[config.mk]
export PLATFORM = sky130hd
export DESIGN_NAME = i2c_cmd_scheduler
export DESIGN_NICKNAME = d
export VERILOG_FILES = /design/src/rtl/i2c_cmd_scheduler.sv
export SDC_FILE = /design/constraint.sdc
export NUM_CORES = 1
export LEC_CHECK = 0
export CAP_MARGIN = 20
export CELL_PAD_IN_SITES_DETAIL_PLACEMENT = 1
export CELL_PAD_IN_SITES_GLOBAL_PLACEMENT = 1
export CORE_MARGIN = 2
export CORE_UTILIZATION = 34
export DETAILED_ROUTE_END_ITERATION = 7
export MAX_ROUTING_LAYER = met4
export PLACE_DENSITY_LB_ADDON = 0.1
export SKIP_CTS_REPAIR_TIMING = 1
export SYNTH_ARGS = -nofsm -noshare
export SYNTH_HDL_FRONTEND = slang
export SYNTH_SLANG_ARGS = --single-unit
export TNS_END_PERCENT = 50
[constraint.sdc]
create_clock -name clk -period 2.38 [get_ports clk]
set_input_delay 0.476 -clock clk [delete_from_list [all_inputs] [get_ports clk]]
set_output_delay 0.476 -clock clk [all_outputs]
set_load 0.05 [all_outputs]
[src/rtl/i2c_cmd_scheduler.sv]
// I2C transaction scheduler: arbitrates two requesters round-robin and
// sequences START / address / two data bytes / STOP commands to a byte
// engine, with NACK handling and a per-command completion timeout.
module i2c_cmd_scheduler #(
    parameter int TIMEOUT = 4095,
    parameter int TW      = 12
) (
    input  logic        clk,
    input  logic        reset,
    input  logic        req0_valid,
    input  logic        req1_valid,
    input  logic [6:0]  req0_addr,
    input  logic [6:0]  req1_addr,
    input  logic        req0_rw,
    input  logic        req1_rw,
    input  logic [15:0] req0_wdata,
    input  logic [15:0] req1_wdata,
    output logic        req0_done,
    output logic        req1_done,
    output logic [15:0] rdata,
    output logic [1:0]  err,
    output logic [1:0]  grant,
    output logic        busy,
    output logic        cmd_valid,
    output logic [2:0]  cmd,
    output logic [7:0]  cmd_data,
    input  logic        cmd_ready,
    input  logic        cmd_done,
    input  logic        cmd_nack,
    input  logic [7:0]  cmd_rdata,
    output logic        bus_abort
);

    typedef enum logic [2:0] {
        S_IDLE  = 3'd0,
        S_START = 3'd1,
        S_ADDR  = 3'd2,
        S_BYTE0 = 3'd3,
        S_BYTE1 = 3'd4,
        S_STOP  = 3'd5,
        S_DONE  = 3'd6
    } state_t;

    localparam logic [2:0]    C_START     = 3'd0;
    localparam logic [2:0]    C_WRITE     = 3'd1;
    localparam logic [2:0]    C_READ_ACK  = 3'd2;
    localparam logic [2:0]    C_READ_NACK = 3'd3;
    localparam logic [2:0]    C_STOP      = 3'd4;
    localparam logic [TW-1:0] TMO_LAST    = TW'(TIMEOUT - 1);
    localparam logic [TW-1:0] TCNT_ONE    = TW'(1);

    state_t          state_r;
    state_t          state_n;
    logic [6:0]      addr_r;
    logic            rw_r;
    logic [15:0]     wdata_r;
    logic            last_r;      // 1 = req1 was granted most recently
    logic            wait_r;      // command accepted, awaiting cmd_done
    logic [TW-1:0]   tcnt_r;
    logic            accept_s;
    logic            finish_s;
    logic            tmo_s;
    logic            win_s;
    logic            start_s;
    logic            enter_s;
    logic            cmd_state_s;
    logic [2:0]      cmd_n_s;
    logic [7:0]      data_n_s;

    assign accept_s = cmd_valid && cmd_ready;
    assign finish_s = wait_r && cmd_done;
    assign tmo_s    = wait_r && !cmd_done && (tcnt_r == TMO_LAST);
    assign start_s  = (state_r == S_IDLE) && (state_n == S_START);
    assign enter_s  = cmd_state_s && (state_n != state_r);

    // Round-robin winner: on a tie the requester not granted last wins.
    always_comb begin
        win_s = 1'b0;
        if (req0_valid && req1_valid) begin
            win_s = ~last_r;
        end else if (req1_valid) begin
            win_s = 1'b1;
        end else begin
            win_s = 1'b0;
        end
    end

    // State register.
    always_ff @(posedge clk or posedge reset) begin
        if (reset) begin
            state_r <= S_IDLE;
        end else begin
            state_r <= state_n;
        end
    end

    // Next-state logic: advance on completion, bail out to DONE on timeout.
    always_comb begin
        state_n = state_r;
        case (state_r)
            S_IDLE:  state_n = (req0_valid || req1_valid) ? S_START : S_IDLE;
            S_START: state_n = tmo_s ? S_DONE : (finish_s ? S_ADDR : S_START);
            S_ADDR: begin
                if (tmo_s) begin
                    state_n = S_DONE;
                end else if (finish_s) begin
                    state_n = cmd_nack ? S_STOP : S_BYTE0;
                end else begin
                    state_n = S_ADDR;
                end
            end
            S_BYTE0: begin
                if (tmo_s) begin
                    state_n = S_DONE;
                end else if (finish_s) begin
                    state_n = (!rw_r && cmd_nack) ? S_STOP : S_BYTE1;
                end else begin
                    state_n = S_BYTE0;
                end
            end
            S_BYTE1: state_n = tmo_s ? S_DONE : (finish_s ? S_STOP : S_BYTE1);
            S_STOP:  state_n = (tmo_s || finish_s) ? S_DONE : S_STOP;
            S_DONE:  state_n = S_IDLE;
            default: state_n = S_IDLE;
        endcase
    end

    // Output decode: the command that belongs to the state being entered.
    always_comb begin
        cmd_n_s     = C_START;
        data_n_s    = 8'h00;
        cmd_state_s = 1'b1;
        case (state_n)
            S_START: begin
                cmd_n_s  = C_START;
                data_n_s = 8'h00;
            end
            S_ADDR: begin
                cmd_n_s  = C_WRITE;
                data_n_s = {addr_r, rw_r};
            end
            S_BYTE0: begin
                if (rw_r) begin
                    cmd_n_s  = C_READ_ACK;
                    data_n_s = 8'h00;
                end else begin
                    cmd_n_s  = C_WRITE;
                    data_n_s = wdata_r[15:8];
                end
            end
            S_BYTE1: begin
                if (rw_r) begin
                    cmd_n_s  = C_READ_NACK;
                    data_n_s = 8'h00;
                end else begin
                    cmd_n_s  = C_WRITE;
                    data_n_s = wdata_r[7:0];
                end
            end
            S_STOP: begin
                cmd_n_s  = C_STOP;
                data_n_s = 8'h00;
            end
            default: begin
                cmd_n_s     = C_START;
                data_n_s    = 8'h00;
                cmd_state_s = 1'b0;
            end
        endcase
    end

    // Command handshake: present on state entry, drop on accept, then time the wait.
    always_ff @(posedge clk or posedge reset) begin
        if (reset) begin
            cmd_valid <= 1'b0;
            cmd       <= 3'd0;
            cmd_data  <= 8'h00;
            wait_r    <= 1'b0;
            tcnt_r    <= '0;
        end else begin
            if (enter_s) begin
                cmd_valid <= 1'b1;
                cmd       <= cmd_n_s;
                cmd_data  <= data_n_s;
            end else if (accept_s) begin
                cmd_valid <= 1'b0;
            end
            if (accept_s) begin
                wait_r <= 1'b1;
                tcnt_r <= '0;
            end else if (wait_r) begin
                tcnt_r <= tcnt_r + TCNT_ONE;
                if (finish_s || tmo_s) begin
                    wait_r <= 1'b0;
                end
            end
        end
    end

    // Transaction context: request latch, ownership, error and read data.
    always_ff @(posedge clk or posedge reset) begin
        if (reset) begin
            addr_r  <= 7'd0;
            rw_r    <= 1'b0;
            wdata_r <= 16'h0000;
            grant   <= 2'b00;
            last_r  <= 1'b1;
            err     <= 2'd0;
            rdata   <= 16'h0000;
        end else begin
            if (start_s) begin
                addr_r  <= win_s ? req1_addr  : req0_addr;
                rw_r    <= win_s ? req1_rw    : req0_rw;
                wdata_r <= win_s ? req1_wdata : req0_wdata;
                grant   <= win_s ? 2'b10 : 2'b01;
                last_r  <= win_s;
                err     <= 2'd0;
            end else if (state_r == S_DONE) begin
                grant <= 2'b00;
            end
            if (tmo_s) begin
                err <= 2'd3;
            end else if (finish_s && cmd_nack && (state_r == S_ADDR)) begin
                err <= 2'd1;
            end else if (finish_s && cmd_nack && !rw_r &&
                         ((state_r == S_BYTE0) || (state_r == S_BYTE1))) begin
                err <= 2'd2;
            end
            if (finish_s && rw_r && (state_r == S_BYTE0)) begin
                rdata[15:8] <= cmd_rdata;
            end else if (finish_s && rw_r && (state_r == S_BYTE1)) begin
                rdata[7:0] <= cmd_rdata;
            end
        end
    end

    // Status: done pulse to the owner on DONE entry, abort pulse, busy flag.
    always_ff @(posedge clk or posedge reset) begin
        if (reset) begin
            req0_done <= 1'b0;
            req1_done <= 1'b0;
            bus_abort <= 1'b0;
            busy      <= 1'b0;
        end else begin
            req0_done <= (state_n == S_DONE) && (state_r != S_DONE) && grant[0];
            req1_done <= (state_n == S_DONE) && (state_r != S_DONE) && grant[1];
            bus_abort <= tmo_s;
            busy      <= (state_n != S_IDLE);
        end
    end

endmodule

==> results of run 1 <==
-- cells in the final DEF (no fill, tap or decap), types with 9 or more instances in the layout --
cell and count:
buf_4 40, clkbuf_8 9, clkdlybuf4s50_1 97, dfrtp_1 76, mux2_2 16, mux2i_1 25
nand2_1 38, nor2_1 18, o21ai_0 31, o2bb2ai_1 9
-- critical path, stage by stage, from the launching register on --
cell and delay [ps]:
dfrtp_1 380, inv_1 60, ha_2 180, nand4b_1 150, or4_4 620, a21oi_4 200, nor2_4 70, buf_4 150
nor3_4 150, buf_12 150, a222oi_1 90, o2bb2ai_1 160
-- per-layer routing --
layer	vias up	global-route usage (%)	share of wire [%]
li1	1485	-	-
met1	1469	23.20	44
met2	86	29.69	49
met3	7	3.617	5.1
met4	0	5.586	1.2
met5	-	-	0
-- sequential cells by signal, summed over array words and instances, names as in the netlist --
register   flops
req0_done      1
bus_abort      1
cmd_data       8
cmd            3
err            2
rdata         16
wait_r         1
req1_done      1
wdata_r       16
rw_r           1
last_r         1
tcnt_r        12
cmd_valid      1
busy           1
grant          2
addr_r         7
state_r        3
-- through the flow --
step,hold WS (ps),instance area (µm²),util [%]
2_1_floorplan,437.4,3685,-
3_3_place_gp,466.6,5094,48.90
3_5_place_dp,473.2,5094,48.90
4_1_cts,490.5,5248,50.38
5_1_grt,524.4,5418,52.01
6_report,485.2,5418,52.01
-- cells by family (layout without fill, tap and decap cells) --
family          after synthesis  count (layout)  share of synthesized area (%)
compound gates               74              75                          14.58
xor+xnor                     10              10                          2.379
fa+ha+maj                     2               2                         0.6797
buf+inv                      26             170                          2.821
flops                        77              77                          52.38
mux                          41              41                          11.69
simple gates                103             103                          15.47
-- power groups by stage --
| stage | registers, W | logic [W] | clock network (W) |
|---|---|---|---|
| floorplan | 0.00273 | 0.00146 | 0 |
| global placement | 0.00214 | 0.00329 | 0 |
| detailed placement | 0.00215 | 0.00337 | 0 |
| CTS | 0.00214 | 0.00338 | 0.000859 |
| global route | 0.00220 | 0.00400 | 0.000925 |
| finish | 0.00213 | 0.00369 | 0.000838 |
-- worst max path at each step --
stage	start	end	slack, ps	depth (start not counted)
after floorplan	tcnt_r[0]$_DFFE_PP0P_	cmd[1]$_DFFE_PP0P_	80	10
after global placement	cmd_done	cmd_valid$_DFFE_PP0P_	-580	9
after detailed placement	cmd_done	cmd_valid$_DFFE_PP0P_	-620	9
after CTS	cmd_done	cmd_valid$_DFFE_PP0P_	-270	9
after global routing	tcnt_r[0]$_DFFE_PP0P_	cmd_data[1]$_DFFE_PP0P_	-220	12
final	tcnt_r[0]$_DFFE_PP0P_	cmd_data[3]$_DFFE_PP0P_	-70	11
-- layout make-up --
class                           instances  area share [%]
Clock inverter                          3          0.2771
Inverter                                9          0.8314
Sequential cell                        77           35.59
Clock buffer                           13           2.564
Multi-Input combinational cell        231           31.80
Tap cell                              136           3.141
Timing Repair Buffer                  145           25.80
==> run metrics, run 1 <==
first-pass GRT wire length 15,930 µm; Sw Ratio 44.44%; leading area contributor after synthesis dfrtp_1; core area 10,420 µm²; syn avg cell area 11.05 µm²; combinational share of power 55.4%; drt drc 0; CTS tree done; Final Instance Count excl. Fillers 614; Rows 37; final total power 0.006652 W; n_diodes 0; CP Data Required Time 2650 ps; clock share of power 12.6%; I/O Buffers 98; root buffer cell clkbuf_8; Reg-to-Reg End cmd_data[3]$_DFFE_PP0P_; aggregate global routing overflow 0; largest net degree at the start of global routing 78; Int Pwr 0.003696 W; RSZ-0062 raised after global routing true; I/O pin cnt 99; GPL Wtd Cong 0.7906; clock-pin slew on the worst setup and hold paths 80 ps; FFs w/ async S/R, synth 100.0%; flop-to-flop setup slack -70 ps; synthesis warning total 0; antenna-violating nets left 0; most frequent cell after synthesis dfrtp_1; DIE HEIGHT 108.1 µm; die width 108.1 µm; H-tree levels 3; wire per inst 16.06 µm; number of enable flip-flop cells after synthesis 0; hold path depth 2; FF-to-FF Start tcnt_r[0]$_DFFE_PP0P_; Initial Util 35.34%; final hold vios 0; leakage 2.402 nW; Commonest cells post-synth dfrtp_1, nand2_1, o21ai_0; Max VDD drop 0.0004398 V; FF+latch area 1928 µm²; hold endpoint wdata_r[11]$_DFFE_PP0P_; CTS Buf Count 9; Cells after Synth 333; failing checks negative setup slack; CP Max Fanout 8; Max-slew headroom 65.20%; Crit. End Element register; fmax 407.9 MHz; Hold WC Path Type reg2reg; sequential fraction of the synthesis area 52.38%; Max Buffers Root-to-Sink 2; layout net count 538; Cell Pwr Density 1228 nW/µm²; minimum clock period 2452 ps; Hold Path Origin wdata_r[11]$_DFFE_PP0P_; status finished, violations left; area share of the largest cell type after synthesis 51.67%; Worst EP arrival 2720 ps; post-place setup slack -624.2 ps; predominant post-synthesis flop cell dfrtp_1; fillers 1,137; final slew viol count 0; share of cells above drive strength 1 21.34%; Post-Syn Area 3681 µm²; Total GRT Usage 18.29%; crit path launch type register; WS Path Type reg2reg; Clk Latency, worst-skew pair 360 ps; vias per std cell 4.963; Iter 0 DRT Violations 128; post-synthesis net count 398; Least-Margin Pin Slew 520.4 ps; vias in the first global route 3,182; DRT Pass-1 Iters 6; Setup TNS -427.1 ps; vias post-DR 3,047; Synth-to-Final Area Change 47.18%; final period utilization 103.0%; register share of total power 32.0%; # setup viols final 10; Synth Register Bits 77; Routed WL 9861 µm; Worst Slack Setup Final -71.55 ps; Final HPWL DP 7163 µm; max_cap viols 0; area of the multi-input gates 1723 µm²; Clock Sinks 77; Synth cell types 58; ranking of synthesized cells by area dfrtp_1, mux2i_1, mux2_2; Placed Cells 587; antenna violations before repair 0; R2R cell count 11; Fin Clk Skew 13.26 ps; die area 11,670 µm²; sw power 0.002957 W
Power figures use the tool's default switching activity.
==> run 2, diff against run 1 <==
--- a/config.mk
+++ b/config.mk
@@ -13,6 +13,7 @@
 export DETAILED_ROUTE_END_ITERATION = 7
 export MAX_ROUTING_LAYER = met4
 export PLACE_DENSITY_LB_ADDON = 0.1
+export REMOVE_ABC_BUFFERS = 1
 export SKIP_CTS_REPAIR_TIMING = 1
 export SYNTH_ARGS = -nofsm -noshare
 export SYNTH_HDL_FRONTEND = slang
==> run 2 against run 1 <==
Compared with the run above: largest power group unchanged; the run still ends with negative setup slack left; wire length decreased by 1.1%; hold slack got worse by 48 ps; fmax down 3.7%; largest cell class unchanged.
==> run metrics, run 2 (synthesized netlist as in run 1, its figures left out) <==
status finished, violations left (unchanged); failing checks negative setup slack (unchanged); antenna-violating nets left 0 (unchanged); final total power 0.006805 W (was 0.006652 W); die width 108.1 µm (unchanged); Routed WL 9756 µm (was 9861 µm); Worst EP arrival 2770 ps (was 2720 ps); CTS tree done (unchanged); CTS Buf Count 9 (unchanged); antenna violations before repair 0 (unchanged); leakage 2.390 nW (was 2.402 nW); n_diodes 0 (unchanged); Fin Clk Skew 13.03 ps (was 13.26 ps); GPL Wtd Cong 0.7637 (was 0.7906); # setup viols final 11 (was 10); Max-slew headroom 61.26% (was 65.20%); vias per std cell 5.022 (was 4.963); I/O pin cnt 99 (unchanged); FF-to-FF Start tcnt_r[0]$_DFFE_PP0P_ (unchanged); final period utilization 106.9% (was 103.0%); drt drc 0 (unchanged); Cell Pwr Density 1264 nW/µm² (was 1228 nW/µm²); core area 10,420 µm² (unchanged); Largest regs rdata x16, wdata_r x16, tcnt_r x12 (unchanged); crit path capture cmd_valid$_DFFE_PP0P_ (was cmd_data[3]$_DFFE_PP0P_); Clock Sinks 77 (unchanged); vias post-DR 3,028 (was 3,047); hold slack final 437.1 ps (was 485.2 ps); Clk Latency, worst-skew pair 360 ps (about the same); die area 11,670 µm² (unchanged); final slew viol count 0 (unchanged); layout net count 527 (was 538); flop-to-flop setup slack -160 ps (was -70 ps); Worst Slack Setup Final -165.0 ps (was -71.55 ps); commonest non-fill, non-tap cell in the layout clkdlybuf4s50_1 (unchanged); Setup TNS -1241 ps (was -427.1 ps); Final Core Density 51.69% (was 52.01%); WS Path Type reg2reg (unchanged); Reg-to-Reg End cmd_valid$_DFFE_PP0P_ (was cmd_data[3]$_DFFE_PP0P_); RSZ-0062 raised after global routing true (unchanged); fmax 392.9 MHz (was 407.9 MHz); DRT Pass-1 Iters 4 (was 6); aggregate global routing overflow 0 (unchanged); Initial Util 35.34% (unchanged); Synth-to-Final Area Change 46.26% (was 47.18%); max_cap viols 0 (unchanged); CP Max Fanout 5 (was 8); Max Buffers Root-to-Sink 2 (unchanged); minimum clock period 2545 ps (was 2452 ps); clock-pin slew on the worst setup and hold paths 90 ps (was 80 ps); I/O Buffers 98 (unchanged); share of cells above drive strength 1 19.27% (was 21.34%); Crit. End Element register (unchanged); Least-Margin Pin Slew 577.7 ps (was 520.4 ps); crit path launch type register (unchanged); Total GRT Usage 18.30% (was 18.29%); Hold WC Path Type in2async (was reg2reg); H-tree levels 3 (unchanged); largest net degree at the start of global routing 54 (was 78); DIE HEIGHT 108.1 µm (unchanged); Max VDD drop 0.0004705 V (was 0.0004398 V); first-pass GRT wire length 16,140 µm (was 15,930 µm); final hold vios 0 (unchanged); vias in the first global route 3,287 (was 3,182); R2R cell count 12 (was 11); root buffer cell clkbuf_8 (unchanged); CP Data Required Time 2600 ps (was 2650 ps); Final HPWL DP 7143 µm (was 7163 µm); most frequent cells in the layout clkdlybuf4s50_1, dfrtp_1, nand2_1 (was clkdlybuf4s50_1, dfrtp_1, buf_4); wire per inst 16.18 µm (was 16.06 µm); Crit. Startpoint tcnt_r[0]$_DFFE_PP0P_ (unchanged); Rows 37 (unchanged); Iter 0 DRT Violations 74 (was 128)
## run 2: through the flow
stage               cell area (µm²)  cells  worst slack, ps
floorplan                      3612    316            -1321
global placement               5054    582           -587.8
detailed placement             5054    582           -703.0
CTS                            5278    598           -354.6
global route                   5384    603           -353.4
finish                         5384    603           -165.0
## run 2: layer usage
metal	vias up	share of wire, %	GRT usage, %
li1	1461	-	-
met1	1483	44	21.68
met2	74	50	30.68
met3	10	4.6	4.641
met4	0	1.4	5.678
met5	-	0	-
## run 2: worst min path at each step
| stage | start | endpoint | slack [ps] | depth (start not counted) |
|---|---|---|---|---|
| floorplan | last_r$_DFFE_PP1P_ | last_r$_DFFE_PP1P_ | 440 | 2 |
| global placement | addr_r[0]$_DFFE_PP0P_ | addr_r[0]$_DFFE_PP0P_ | 470 | 2 |
| detailed placement | wdata_r[8]$_DFFE_PP0P_ | wdata_r[8]$_DFFE_PP0P_ | 470 | 2 |
| CTS | reset | rdata[3]$_DFFE_PP0P_ | 440 | 2 |
| global route | reset | rdata[3]$_DFFE_PP0P_ | 450 | 2 |
| finish | reset | rdata[3]$_DFFE_PP0P_ | 440 | 2 |
## run 2: area by class of cell
class / count / area, µm²
fill: 1154 / 5032
sequential: 77 / 1928
tap: 136 / 170.2
inverter: 9 / 40.04
clock buffer: 11 / 141.4
timing repair buffer: 134 / 1315
clock inverter: 5 / 82.58
multi-input combinational: 231 / 1707
## run 2: power by group
group / switching, W / internal (W)
combinational: 0.00210 / 0.00146
sequential: 0.000355 / 0.00179
clock: 0.000485 / 0.000623
## run 2: worst max-delay path: stages (launching register included)
cell and delay, ps:
dfrtp_1 380, inv_1 60, ha_1 140, nand4b_1 230, or4_4 610, o21ai_4 210
nor2_4 90, inv_4 70, buf_6 120, buf_6 110, a21boi_4 70, o31ai_2 160
o21ai_1 150
==> run 3, diff against run 2 <==
--- a/config.mk
+++ b/config.mk
@@ -8,8 +8,9 @@
 export CAP_MARGIN = 20
 export CELL_PAD_IN_SITES_DETAIL_PLACEMENT = 1
 export CELL_PAD_IN_SITES_GLOBAL_PLACEMENT = 1
+export CORE_ASPECT_RATIO = 0.5
 export CORE_MARGIN = 2
-export CORE_UTILIZATION = 34
+export CORE_UTILIZATION = 40
 export DETAILED_ROUTE_END_ITERATION = 7
 export MAX_ROUTING_LAYER = met4
 export PLACE_DENSITY_LB_ADDON = 0.1
==> constraint.sdc (replaced) <==
create_clock -name clk -period 3.27 [get_ports clk]
set_input_delay 0.654 -clock clk [delete_from_list [all_inputs] [get_ports clk]]
set_output_delay 0.654 -clock clk [all_outputs]
set_load 0.05 [all_outputs]
==> run 3 against run 2 <==
Compared with the run above: the run now ends clean; global-route usage rose by 2.8 points; combinational power fell by 39%; wire length fell by 1.2%; worst setup slack improved by 500 ps; clock power fell by 20%; clock skew fell by 8.1 ps; sequential power fell by 26%; critical path type is now in2reg; critical endpoint unchanged.
==> run metrics, run 3 (synthesized netlist as in run 1, its figures left out) <==
WS Path Type in2reg (was reg2reg); Critical-path top delay cell o31ai_2 (was or4_4); Clock Sinks 77 (unchanged); Cell Chain, Critical Path clkdlybuf4s50_1 -> nand4b_1 -> or4_4 -> a21oi_4 -> nor2_2 -> clkinv_2 -> o31ai_2 -> o21ai_1 (was inv_1 -> ha_1 -> nand4b_1 -> or4_4 -> o21ai_4 -> nor2_4 -> inv_4 -> buf_6 -> buf_6 -> a21boi_4 -> o31ai_2 -> o21ai_1); area of the multi-input gates 1660 µm² (was 1707 µm²); Hold WC Path Type reg2reg (was in2async); fmax 341.1 MHz; Final HPWL DP 6989 µm (was 7143 µm); final hold vios 0 (unchanged); Finished Cell Area 5062 µm² (was 5384 µm²); Largest regs rdata x16, wdata_r x16, tcnt_r x12 (unchanged); GPL Wtd Cong 0.9221 (was 0.7637); first-pass GRT wire length 15,880 µm (was 16,140 µm); Max VDD drop 0.0004343 V (was 0.0004705 V); Crit. End Element register (unchanged); leakage 2.210 nW (was 2.390 nW); CTS Buf Count 9 (unchanged); CTS tree done (unchanged); Fin Clk Skew 4.918 ps (was 13.03 ps); post-place setup slack 23.50 ps (was -703.0 ps); n_diodes 0 (unchanged); Clk Latency, worst-skew pair 330 ps (was 360 ps); largest net degree at the start of global routing 54 (unchanged); DIE HEIGHT 71.84 µm (was 108.1 µm); commonest non-fill, non-tap cell in the layout clkdlybuf4s50_1 (unchanged); final slew viol count 0 (unchanged); max_cap viols 0 (unchanged); slowest stage delay, CP 740 ps (was 610 ps); final total power 0.004642 W (was 0.006805 W); Rows 24 (was 37); die area 10,030 µm² (was 11,670 µm²); status completed (was finished, violations left); Synth-to-Final Area Change 37.53% (was 46.26%); CP Data Required Time 3440 ps (was 2600 ps); minimum clock period 2932 ps; RSZ-0062 raised after global routing false (was true); antenna-violating nets left 0 (unchanged); vias post-DR 2,949 (was 3,028); most frequent cells in the layout clkdlybuf4s50_1, dfrtp_1, nand2_1 (unchanged); fillers 945 (was 1,154); Routed WL 9641 µm (was 9756 µm); Worst Slack Setup Final 338.1 ps (was -165.0 ps); CP Max Fanout 10 (was 5); share of cells above drive strength 1 12.67% (was 19.27%); aggregate global routing overflow 0 (unchanged); vias in the first global route 3,268 (was 3,287); Max Buffers Root-to-Sink 2 (unchanged); die width 139.7 µm (was 108.1 µm); I/O pin cnt 99 (unchanged); I/O Buffers 98 (unchanged); H-tree levels 3 (unchanged); wire per inst 17.50 µm (was 16.18 µm); CP delay by family, top compound AO/OA/AOI/OAI gates (was simple AND/OR/NAND/NOR gates); clock-pin slew on the worst setup and hold paths 60 ps (was 90 ps); drt drc 0 (unchanged); crit path launch type input pin (was register); final period utilization 89.66%; Worst EP arrival 3110 ps (was 2770 ps); DRT Pass-1 Iters 5 (was 4); FF+latch area 1928 µm² (unchanged); Initial Util 41.70% (was 35.34%); vias per std cell 5.352 (was 5.022); crit path buf inv count 2 (was 4); # setup viols final 0 (was 11); Iter 0 DRT Violations 99 (was 74); layout net count 495 (was 527); Max-slew headroom 47.34% (was 61.26%); Total GRT Usage 21.09% (was 18.30%); core area 8828 µm² (was 10,420 µm²); placed inst area 4802 µm² (was 5054 µm²); Setup TNS 0 ps (was -1241 ps); root buffer cell clkbuf_16 (was clkbuf_8); Least-Margin Pin Slew 785.2 ps (was 577.7 ps); Cell Pwr Density 917.0 nW/µm² (was 1264 nW/µm²); antenna violations before repair 0 (unchanged)
==> run 3: through the flow <==
stage / hold WS [ps] / util (%) / cells
final: 482.4 / 57.34 / 551
after global routing: 515.8 / 57.34 / 551
after CTS: 484.7 / 57.34 / 551
after detailed placement: 473.2 / 54.39 / 536
after global placement: 466.8 / 54.39 / 536
after floorplan: 437.4 / - / 316
==> run 3: final timing paths <==
| path | start | to | slack (ps) | cells after the start |
|---|---|---|---|---|
| setup / recovery | cmd_done | cmd_valid$_DFFE_PP0P_ | 340 | 8 |
| max in group asynchronous | reset | last_r$_DFFE_PP1P_ | 1880 | 3 |
| setup reg to reg | tcnt_r[0]$_DFFE_PP0P_ | cmd_valid$_DFFE_PP0P_ | 500 | 9 |
| min in group asynchronous | reset | err[0]$_DFFE_PP0P_ | 710 | 2 |
| hold reg to reg | last_r$_DFFE_PP1P_ | last_r$_DFFE_PP1P_ | 480 | 2 |
| hold / removal | last_r$_DFFE_PP1P_ | last_r$_DFFE_PP1P_ | 480 | 2 |
==> run 3: routing by layer <==
layer | part of all wire (%) | vias up | global-route usage (%)
met2 | 52 | 79 | 37.96
met3 | 4.8 | 12 | 5.348
met5 | 0 | - | -
met4 | 1.3 | 0 | 6.778
met1 | 41 | 1463 | 23.43
li1 | - | 1395 | -
==> run 3: layout make-up <==
class	count	area share, %
clock inverter	2	0.1977
inverter	9	0.7168
clock buffer	13	4.943
tap	117	2.892
timing repair buffer	103	20.37
multi-input combinational	230	32.80
sequential	77	38.09
==> run 3: worst reg2reg max path, cell delays in order, from the launching register on <==
cell,delay [ps]
dfrtp_1,430
inv_1,70
ha_1,200
nand4b_1,190
or4_4,220
a21oi_4,70
nor2_2,320
clkinv_2,230
o31ai_2,740
o21ai_1,150
==> run 3: where the power goes <==
part	internal, W	switching [W]	total [W]
logic	0.000779	0.00139	0.00217
registers	0.00130	0.000286	0.00159
clock network	0.000528	0.000356	0.000884
